## config.mk

```make
export PLATFORM = sky130hd
export DESIGN_NAME = img_frame_ctrl
export DESIGN_NICKNAME = d
export VERILOG_FILES = /design/src/rtl/img_frame_ctrl.sv
export SDC_FILE = /design/constraint.sdc
export NUM_CORES = 1
export LEC_CHECK = 0
export CORE_ASPECT_RATIO = 0.9
export CORE_MARGIN = 8
export CORE_UTILIZATION = 35
export DETAILED_ROUTE_END_ITERATION = 6
export PLACE_DENSITY = 0.53
export SYNTH_ARGS = -nofsm -noshare
export SYNTH_HDL_FRONTEND = slang
export SYNTH_SLANG_ARGS = --single-unit
export TNS_END_PERCENT = 1
```

## constraint.sdc

```tcl
create_clock -name HCLK -period 3.5 [get_ports HCLK]
set_input_delay 0.525 -clock HCLK [delete_from_list [all_inputs] [get_ports HCLK]]
set_output_delay 0.525 -clock HCLK [all_outputs]
set_load 0.01 [all_outputs]
```

## src/rtl/img_frame_ctrl.sv

```systemverilog
// img_frame_ctrl: per-frame sequencer for a pixel-pair source with arm, watchdog and frame-length checks.
module img_frame_ctrl #(
    parameter int WIDTH      = 768,
    parameter int HEIGHT     = 512,
    parameter int ARM_CYCLES = 4,
    parameter int TIMEOUT    = 4096
) (
    input  logic        HCLK,
    input  logic        HRESETn,
    input  logic        start,
    input  logic        abort,
    input  logic [1:0]  cfg_op,
    input  logic [7:0]  cfg_value,
    input  logic        cfg_sign,
    input  logic [7:0]  cfg_thresh,
    input  logic        src_valid,
    input  logic        src_done,
    output logic        src_rst_n,
    output logic [1:0]  op_mode,
    output logic [7:0]  op_value,
    output logic        op_sign,
    output logic [7:0]  op_thresh,
    output logic        busy,
    output logic        frame_done,
    output logic        err,
    output logic [1:0]  err_code,
    output logic [9:0]  line_cnt,
    output logic [15:0] frame_cnt
);
    localparam logic [18:0] TOTAL    = 19'(HEIGHT * WIDTH / 2);
    localparam logic [18:0] LAST_COL = 19'(WIDTH / 2 - 1);
    localparam int AW = $clog2(ARM_CYCLES + 1);
    localparam int WW = $clog2(TIMEOUT + 1);
    localparam logic [AW-1:0] ARM_LAST = AW'(ARM_CYCLES - 1);
    localparam logic [WW-1:0] WD_LAST  = WW'(TIMEOUT - 1);

    typedef enum logic [1:0] {IDLE, ARM, RUN, ERR} state_t;
    state_t state;
    logic [18:0]   beat, col, beat_nxt;
    logic [AW-1:0] arm_cnt;
    logic [WW-1:0] wd;
    logic          full;

    always_comb begin
        beat_nxt = beat + 19'(src_valid);
        full     = beat == TOTAL;
    end

    always_ff @(posedge HCLK or negedge HRESETn)
        if (!HRESETn) begin
            state      <= IDLE;
            src_rst_n  <= 1'b0;
            op_mode    <= '0;
            op_value   <= '0;
            op_sign    <= 1'b0;
            op_thresh  <= '0;
            busy       <= 1'b0;
            frame_done <= 1'b0;
            err        <= 1'b0;
            err_code   <= '0;
            line_cnt   <= '0;
            frame_cnt  <= '0;
            beat       <= '0;
            col        <= '0;
            arm_cnt    <= '0;
            wd         <= '0;
        end else begin
            frame_done <= 1'b0;
            case (state)
                IDLE: if (start && !abort) begin
                    state     <= ARM;
                    busy      <= 1'b1;
                    op_mode   <= cfg_op;
                    op_value  <= cfg_value;
                    op_sign   <= cfg_sign;
                    op_thresh <= cfg_thresh;
                    err       <= 1'b0;
                    err_code  <= '0;
                    beat      <= '0;
                    col       <= '0;
                    line_cnt  <= '0;
                    arm_cnt   <= '0;
                    wd        <= '0;
                end
                ARM: if (abort) begin
                    state <= IDLE;
                    busy  <= 1'b0;
                end else if (arm_cnt == ARM_LAST) begin
                    state     <= RUN;
                    src_rst_n <= 1'b1;
                    wd        <= '0;
                end else
                    arm_cnt <= arm_cnt + AW'(1);
                RUN: if (abort) begin
                    state     <= IDLE;
                    busy      <= 1'b0;
                    src_rst_n <= 1'b0;
                end else begin
                    // a beat beyond the frame length is never counted
                    if (src_valid && !full) begin
                        beat <= beat_nxt;
                        col  <= (col == LAST_COL) ? '0 : col + 19'd1;
                        if (col == LAST_COL) line_cnt <= line_cnt + 10'd1;
                    end
                    wd <= src_valid ? '0 : wd + WW'(1);
                    if (src_done) begin
                        src_rst_n <= 1'b0;
                        if (beat_nxt == TOTAL) begin
                            state      <= IDLE;
                            busy       <= 1'b0;
                            frame_done <= 1'b1;
                            frame_cnt  <= frame_cnt + 16'd1;
                        end else begin
                            state    <= ERR;
                            err      <= 1'b1;
                            err_code <= (beat_nxt < TOTAL) ? 2'b10 : 2'b11;
                        end
                    end else if (src_valid && full) begin
                        state     <= ERR;
                        src_rst_n <= 1'b0;
                        err       <= 1'b1;
                        err_code  <= 2'b11;
                    end else if (!src_valid && wd == WD_LAST) begin
                        state     <= ERR;
                        src_rst_n <= 1'b0;
                        err       <= 1'b1;
                        err_code  <= 2'b01;
                    end
                end
                ERR: begin
                    state <= IDLE;
                    busy  <= 1'b0;
                end
                default: state <= IDLE;
            endcase
        end
endmodule
```

-- Word-level counts from Yosys, hierarchy flattened
Index checks and enable logic that the tools add are counted.
- flip-flop bits (word level): 107
- logic and storage cells: 132
- $add $sub $neg: 6
- $lt $le $gt $ge: 1
- eq/ne operators: 22
- mux-type cells: 64
- bitwise gates (word level): 1
- reductions and logical operators: 22
- operator list (operator ; number):
    $mux W19 ; 6
    $pmux W19 S2 ; 2
    $mux W13 ; 5
    $mux W10 ; 4
    $pmux W13 S3 ; 1
    $eq A19 B18 Y1 const B ; 2
    $mux W2 ; 14
    $mux W1 ; 22
    $pmux W10 S2 ; 1
    $reduce_and A4 Y1 ; 5
    $add A19 B1 Y19 ; 1
    $add A19 B1 Y19 const B ; 1
    $eq A19 B9 Y1 const B ; 1
    $lt A19 B18 Y1 const B ; 1
    $add A16 B1 Y16 const B ; 1
    $ne A2 B2 Y1 const B ; 8
    $reduce_and A5 Y1 ; 3
    $add A13 B1 Y13 const B ; 1
    $eq A13 B12 Y1 const B ; 1
    $ne A3 B3 Y1 const B ; 4
    $add A10 B1 Y10 const B ; 1
    $mux W3 ; 3
    $pmux W2 S4 ; 1
    $pmux W3 S2 ; 1
    17 further kinds ; 26

-- Longest topological paths before layout
Gate-level depths: netlist of run 1.
- depth in word-level cells: 7
- depth in mapped cells: 10

-- Least setup slack after synthesis of run 1
Ideal clock, no wire load.
- path type: input to register
- start: input port src_valid
- end: register frame_cnt[1]
- library setup time: 0.125 ns
- arrival time: 2.727 ns
- data required time: 3.375 ns
- slack: 0.648 ns
- stages on the path: 9
- buffers on the path: 1
- cells stage by stage: ha_1 -> ha_1 -> clkbuf_1 -> nand2_1 -> nor4_1 -> and4b_1 -> o22ai_1 -> nor4_4 -> mux2_4
- word-level cells in the longest chain between the ends: 3
- ends and longest elaborated chain (element ; line ; text):
    start, declared ; 16 ; input logic src_valid,
    $add A19 B1 Y19 ; 45 ; beat_nxt = beat + 19'(src_valid);
    $eq A19 B18 Y1 ; 108 ; if (beat_nxt == TOTAL) begin
    $reduce_and A4 Y1 (no line) ; -- ;
    end signal, assigned ; 112 ; frame_cnt <= frame_cnt + 16'd1;
    end, declared ; 28 ; output logic [15:0] frame_cnt
No other way between the ends.
A chain may end at the register's enable or synchronous reset.

-- Worst setup path after layout of run 1
- start: input port src_valid
- end: register frame_cnt[9]
Same word-level chain as after synthesis.

==> impl_metrics.tcl, run 1 <==
set metrics [dict create \
    power.internal_mw 2.40 \
    cts_htree_levels 3 \
    setup_violations 0 \
    r2r-start "beat[0]" \
    fp.dieW_um 154 \
    fin_cells 956 \
    cts-root-buf "clkbuf_16" \
    wl_um 16300 \
    finalCriticalPeriod_ns 3.01 \
    dpl_cell_area_um2 6980 \
    vias 5286 \
    gr-total-overflow 0 \
    required_ns 3.78 \
    synth_flop_cell "dfrtp_1" \
    ant_nets 0 \
    clkTransAtPathRegs_ns 0.07 \
    path_cells "clkdlybuf4s50_1 > ha_1 > ha_1 > and4_2 > a211o_1 > a22oi_1 > o211ai_1 > buf_4 > nor4_1 > xor2_1" \
    critPathMaxStageDelay_ns 0.47 \
    wl_per_cell_um 17.1 \
    cp-startpoint "src_valid" \
    holdBufCountCts 0 \
    post_cts_resized 0 \
    clkPwrFrac 0.334 \
    final_design_area_no_fill_um2 7310 \
    pre_cts_slack_ns 0.128 \
    power.static_leakage_nw 3.13 \
    synthTopCellsByArea "dfrtp_1 44%, nand2_1 6.8%, o21ai_0 6.6%" \
    relSlewSlack 0.476 \
    fillers 1644 \
    io_pins 76 \
    worstSetupStartpointType "primary input" \
    cts_inserted_buffers 9 \
    ir_worst_vdd_v 0.000279 \
    worst_pin_slew_ns 0.786 \
    crit_type "in2reg" \
    cp.arrival_ns 3.29 \
    syn_area_per_cell_um2 8.97 \
    ys_seq_elements 107 \
    ys_warn_count 0 \
    drc 0 \
    dieArea_um2 21700 \
    maxSlewViolCount 0 \
    die_h_um 141 \
    cts_setup_buffers 0 \
    regArea_um2 2680 \
    synth.distinct_cells 68 \
    insertion_delay_ns 0.36 \
    synth.yosys.seq_area_share 0.443 \
    rows 45 \
    core_um2 16900 \
    fmax_ghz 0.332 \
    grt_pass1_wl_um 27000 \
    drt-pass1-iter-count 5 \
    endpoint_kind "register" \
    grt_pass1_vias 5115 \
    synth_top_area_share 0.443 \
    finalCritPeriodShare 0.860 \
    status "finished, final reports clean" \
    synth_fp_nets 706 \
    multiInputGateArea_um2 3040 \
    dp.cells 940 \
    cts_tree "yes" \
    p_comb_frac 0.230 \
    drive_above_1_share 0.0913 \
    p_per_area_nw_per_um2 467 \
    nets 773 \
    path_common_cell "ha_1" \
    syn_inst 673 \
    antenna_cells 0 \
    async_reset_ff_frac 1.00 \
    synth.cell_area_um2 6040 \
    drtIter0Drc 253 \
    clock_skew_ns 0.00905 \
    via_per_inst 5.53 \
    critPathBufInv 2 \
    clock-sinks 107 \
    cap_violations 0 \
    finalHoldViolations 0 \
    switchingPower_mw 1.01 \
    cts_buffer_depth 2 \
    grt_usage 0.151 \
    critPathTopFamily "compound AO/OA/AOI/OAI gates" \
    hold_path.class "in2async" \
    io_buffers 75 \
    area_growth_pct 21.1 \
    antenna_found_initial 0 \
    place_hpwl_um 11500 \
    synth_edf_count 0 \
    seqPwrFrac 0.436 \
    critical_path.slowest_cell "clkdlybuf4s50_1" \
    routabilityCongestion 0.794 \
    fin_tns_setup_ns 0 \
    sw_frac_of_total 0.296 \
    hold_ws_ns 0.191 \
    yosys.area.top_type "dfrtp_1" \
    grt_max_degree 61 \
    worstPathMaxFanout 14 \
    rsz0062_at_grt "no" \
    layout_setup_ws_ns 0.490 \
    initial_utilization 0.357 \
]
[synth_stat cells (3+ instances only)]
cell type / instances
nand2b_1: 4
nor3_1: 13
o31ai_1: 27
a21oi_1: 20
nor4_2: 8
clkbuf_8: 6
nor4b_1: 4
nand3_1: 31
or3_1: 6
dfrtp_1: 107
a22o_1: 5
buf_4: 3
o211ai_1: 3
nor4_1: 11
o21a_1: 3
nand2_1: 109
xor2_1: 19
xnor2_1: 4
or4_1: 5
a31oi_1: 11
nor2_1: 46
nand4_1: 21
nand3b_1: 3
ha_1: 8
and3_1: 12
nor2b_1: 3
inv_1: 12
o21ai_0: 80
clkbuf_1: 27
and2_1: 10
o41ai_1: 4
[layout make-up]
cell class	count	area share
Inverter	13	0.00667
Tap cell	211	0.0361
Sequential cell	107	0.366
Clock buffer	9	0.0308
Clock inverter	7	0.0145
Multi-Input combinational cell	511	0.416
Timing Repair Buffer	98	0.129
[state kept, by name, indices dropped and copies added (netlist names), 2 cells and up]
name and count:
op_thresh 8, beat 19, arm_cnt 3, op_mode 2, frame_cnt 16, col 19, line_cnt 10, err_code 2
op_value 8, wd 13, state 2
[through the flow]
step / power, mW / utilization
floorplan: 1.86 / -
global placement: 2.29 / 0.413
detailed placement: 2.31 / 0.413
CTS: 3.46 / 0.433
global route: 3.59 / 0.433
finish: 3.41 / 0.433
[placed cells by master, fill, tap and decap left out, types with 3 or more instances in the layout]
| master | Yosys | final |
|---|---|---|
| a21oi_1 | 20 | 20 |
| o21ai_0 | 80 | 79 |
| nand2_1 | 109 | 109 |
| o41ai_1 | 4 | 4 |
| o211ai_1 | 3 | 3 |
| inv_6 | 0 | 3 |
| ha_1 | 8 | 8 |
| nor2b_1 | 3 | 3 |
| inv_1 | 12 | 12 |
| nand2b_1 | 4 | 4 |
| xnor2_1 | 4 | 4 |
| o21a_1 | 3 | 3 |
| nand4_1 | 21 | 21 |
| xor2_1 | 19 | 19 |
| nand3b_1 | 3 | 3 |
| a22o_1 | 5 | 5 |
| and3_1 | 12 | 12 |
| nor4b_1 | 4 | 3 |
| nor4_1 | 11 | 11 |
| nor2_1 | 46 | 46 |
| nand3_1 | 31 | 31 |
| or3_1 | 6 | 6 |
| o31ai_1 | 27 | 27 |
| clkbuf_16 | 0 | 9 |
| and2_1 | 10 | 10 |
| a31oi_1 | 11 | 11 |
| nor3_1 | 13 | 13 |
| dfrtp_1 | 107 | 107 |
| nor4_2 | 8 | 8 |
| or4_1 | 5 | 5 |
| buf_4 | 3 | 22 |
| clkdlybuf4s50_1 | 0 | 74 |
[final timing paths]
kind	depth (start not counted)	slack (ns)	end
min	1	0.19	wd[8]
min reg2reg	1	0.47	frame_cnt[15]
max in group asynchronous	2	2.54	op_value[5]
max	10	0.49	frame_cnt[9]
max reg2reg	9	0.73	frame_cnt[9]
min in group HCLK	1	0.47	frame_cnt[15]
[cell families after synthesis]
kind of cell    share of synthesized area
fa+ha+maj                          0.0166
simple gates                        0.262
xor+xnor                           0.0334
mux                               0.00787
buf+inv                            0.0541
compound gates                      0.183
flops                               0.443
[power groups by stage]
stage / Sequential, mW / Combinational (mW) / Clock, mW
after global routing: 1.51 / 0.857 / 1.22
after floorplan: 1.54 / 0.324 / 0
final: 1.49 / 0.785 / 1.14
after global placement: 1.50 / 0.782 / 0
after detailed placement: 1.51 / 0.796 / 0
after CTS: 1.49 / 0.799 / 1.17
[layer usage]
metal  vias to the layer above  GRT usage  routed length [µm]
met3                        10     0.0330                 628
met5                         -          0                   0
met1                      2610      0.207                7880
met2                        83      0.240                7670
li1                       2583          -                   -
met4                         0     0.0319                 122
Power figures use the tool's default switching activity.
==> inputs of run 2 (changes only) <==
--- a/config.mk
+++ b/config.mk
@@ -9,6 +9,7 @@
 export CORE_MARGIN = 8
 export CORE_UTILIZATION = 35
 export DETAILED_ROUTE_END_ITERATION = 6
+export GPL_ROUTABILITY_DRIVEN = 0
 export PLACE_DENSITY = 0.53
 export SYNTH_ARGS = -nofsm -noshare
 export SYNTH_HDL_FRONTEND = slang
==> results of run 2 <==
Final layout, timing and power as in run 1 (identical DEF).
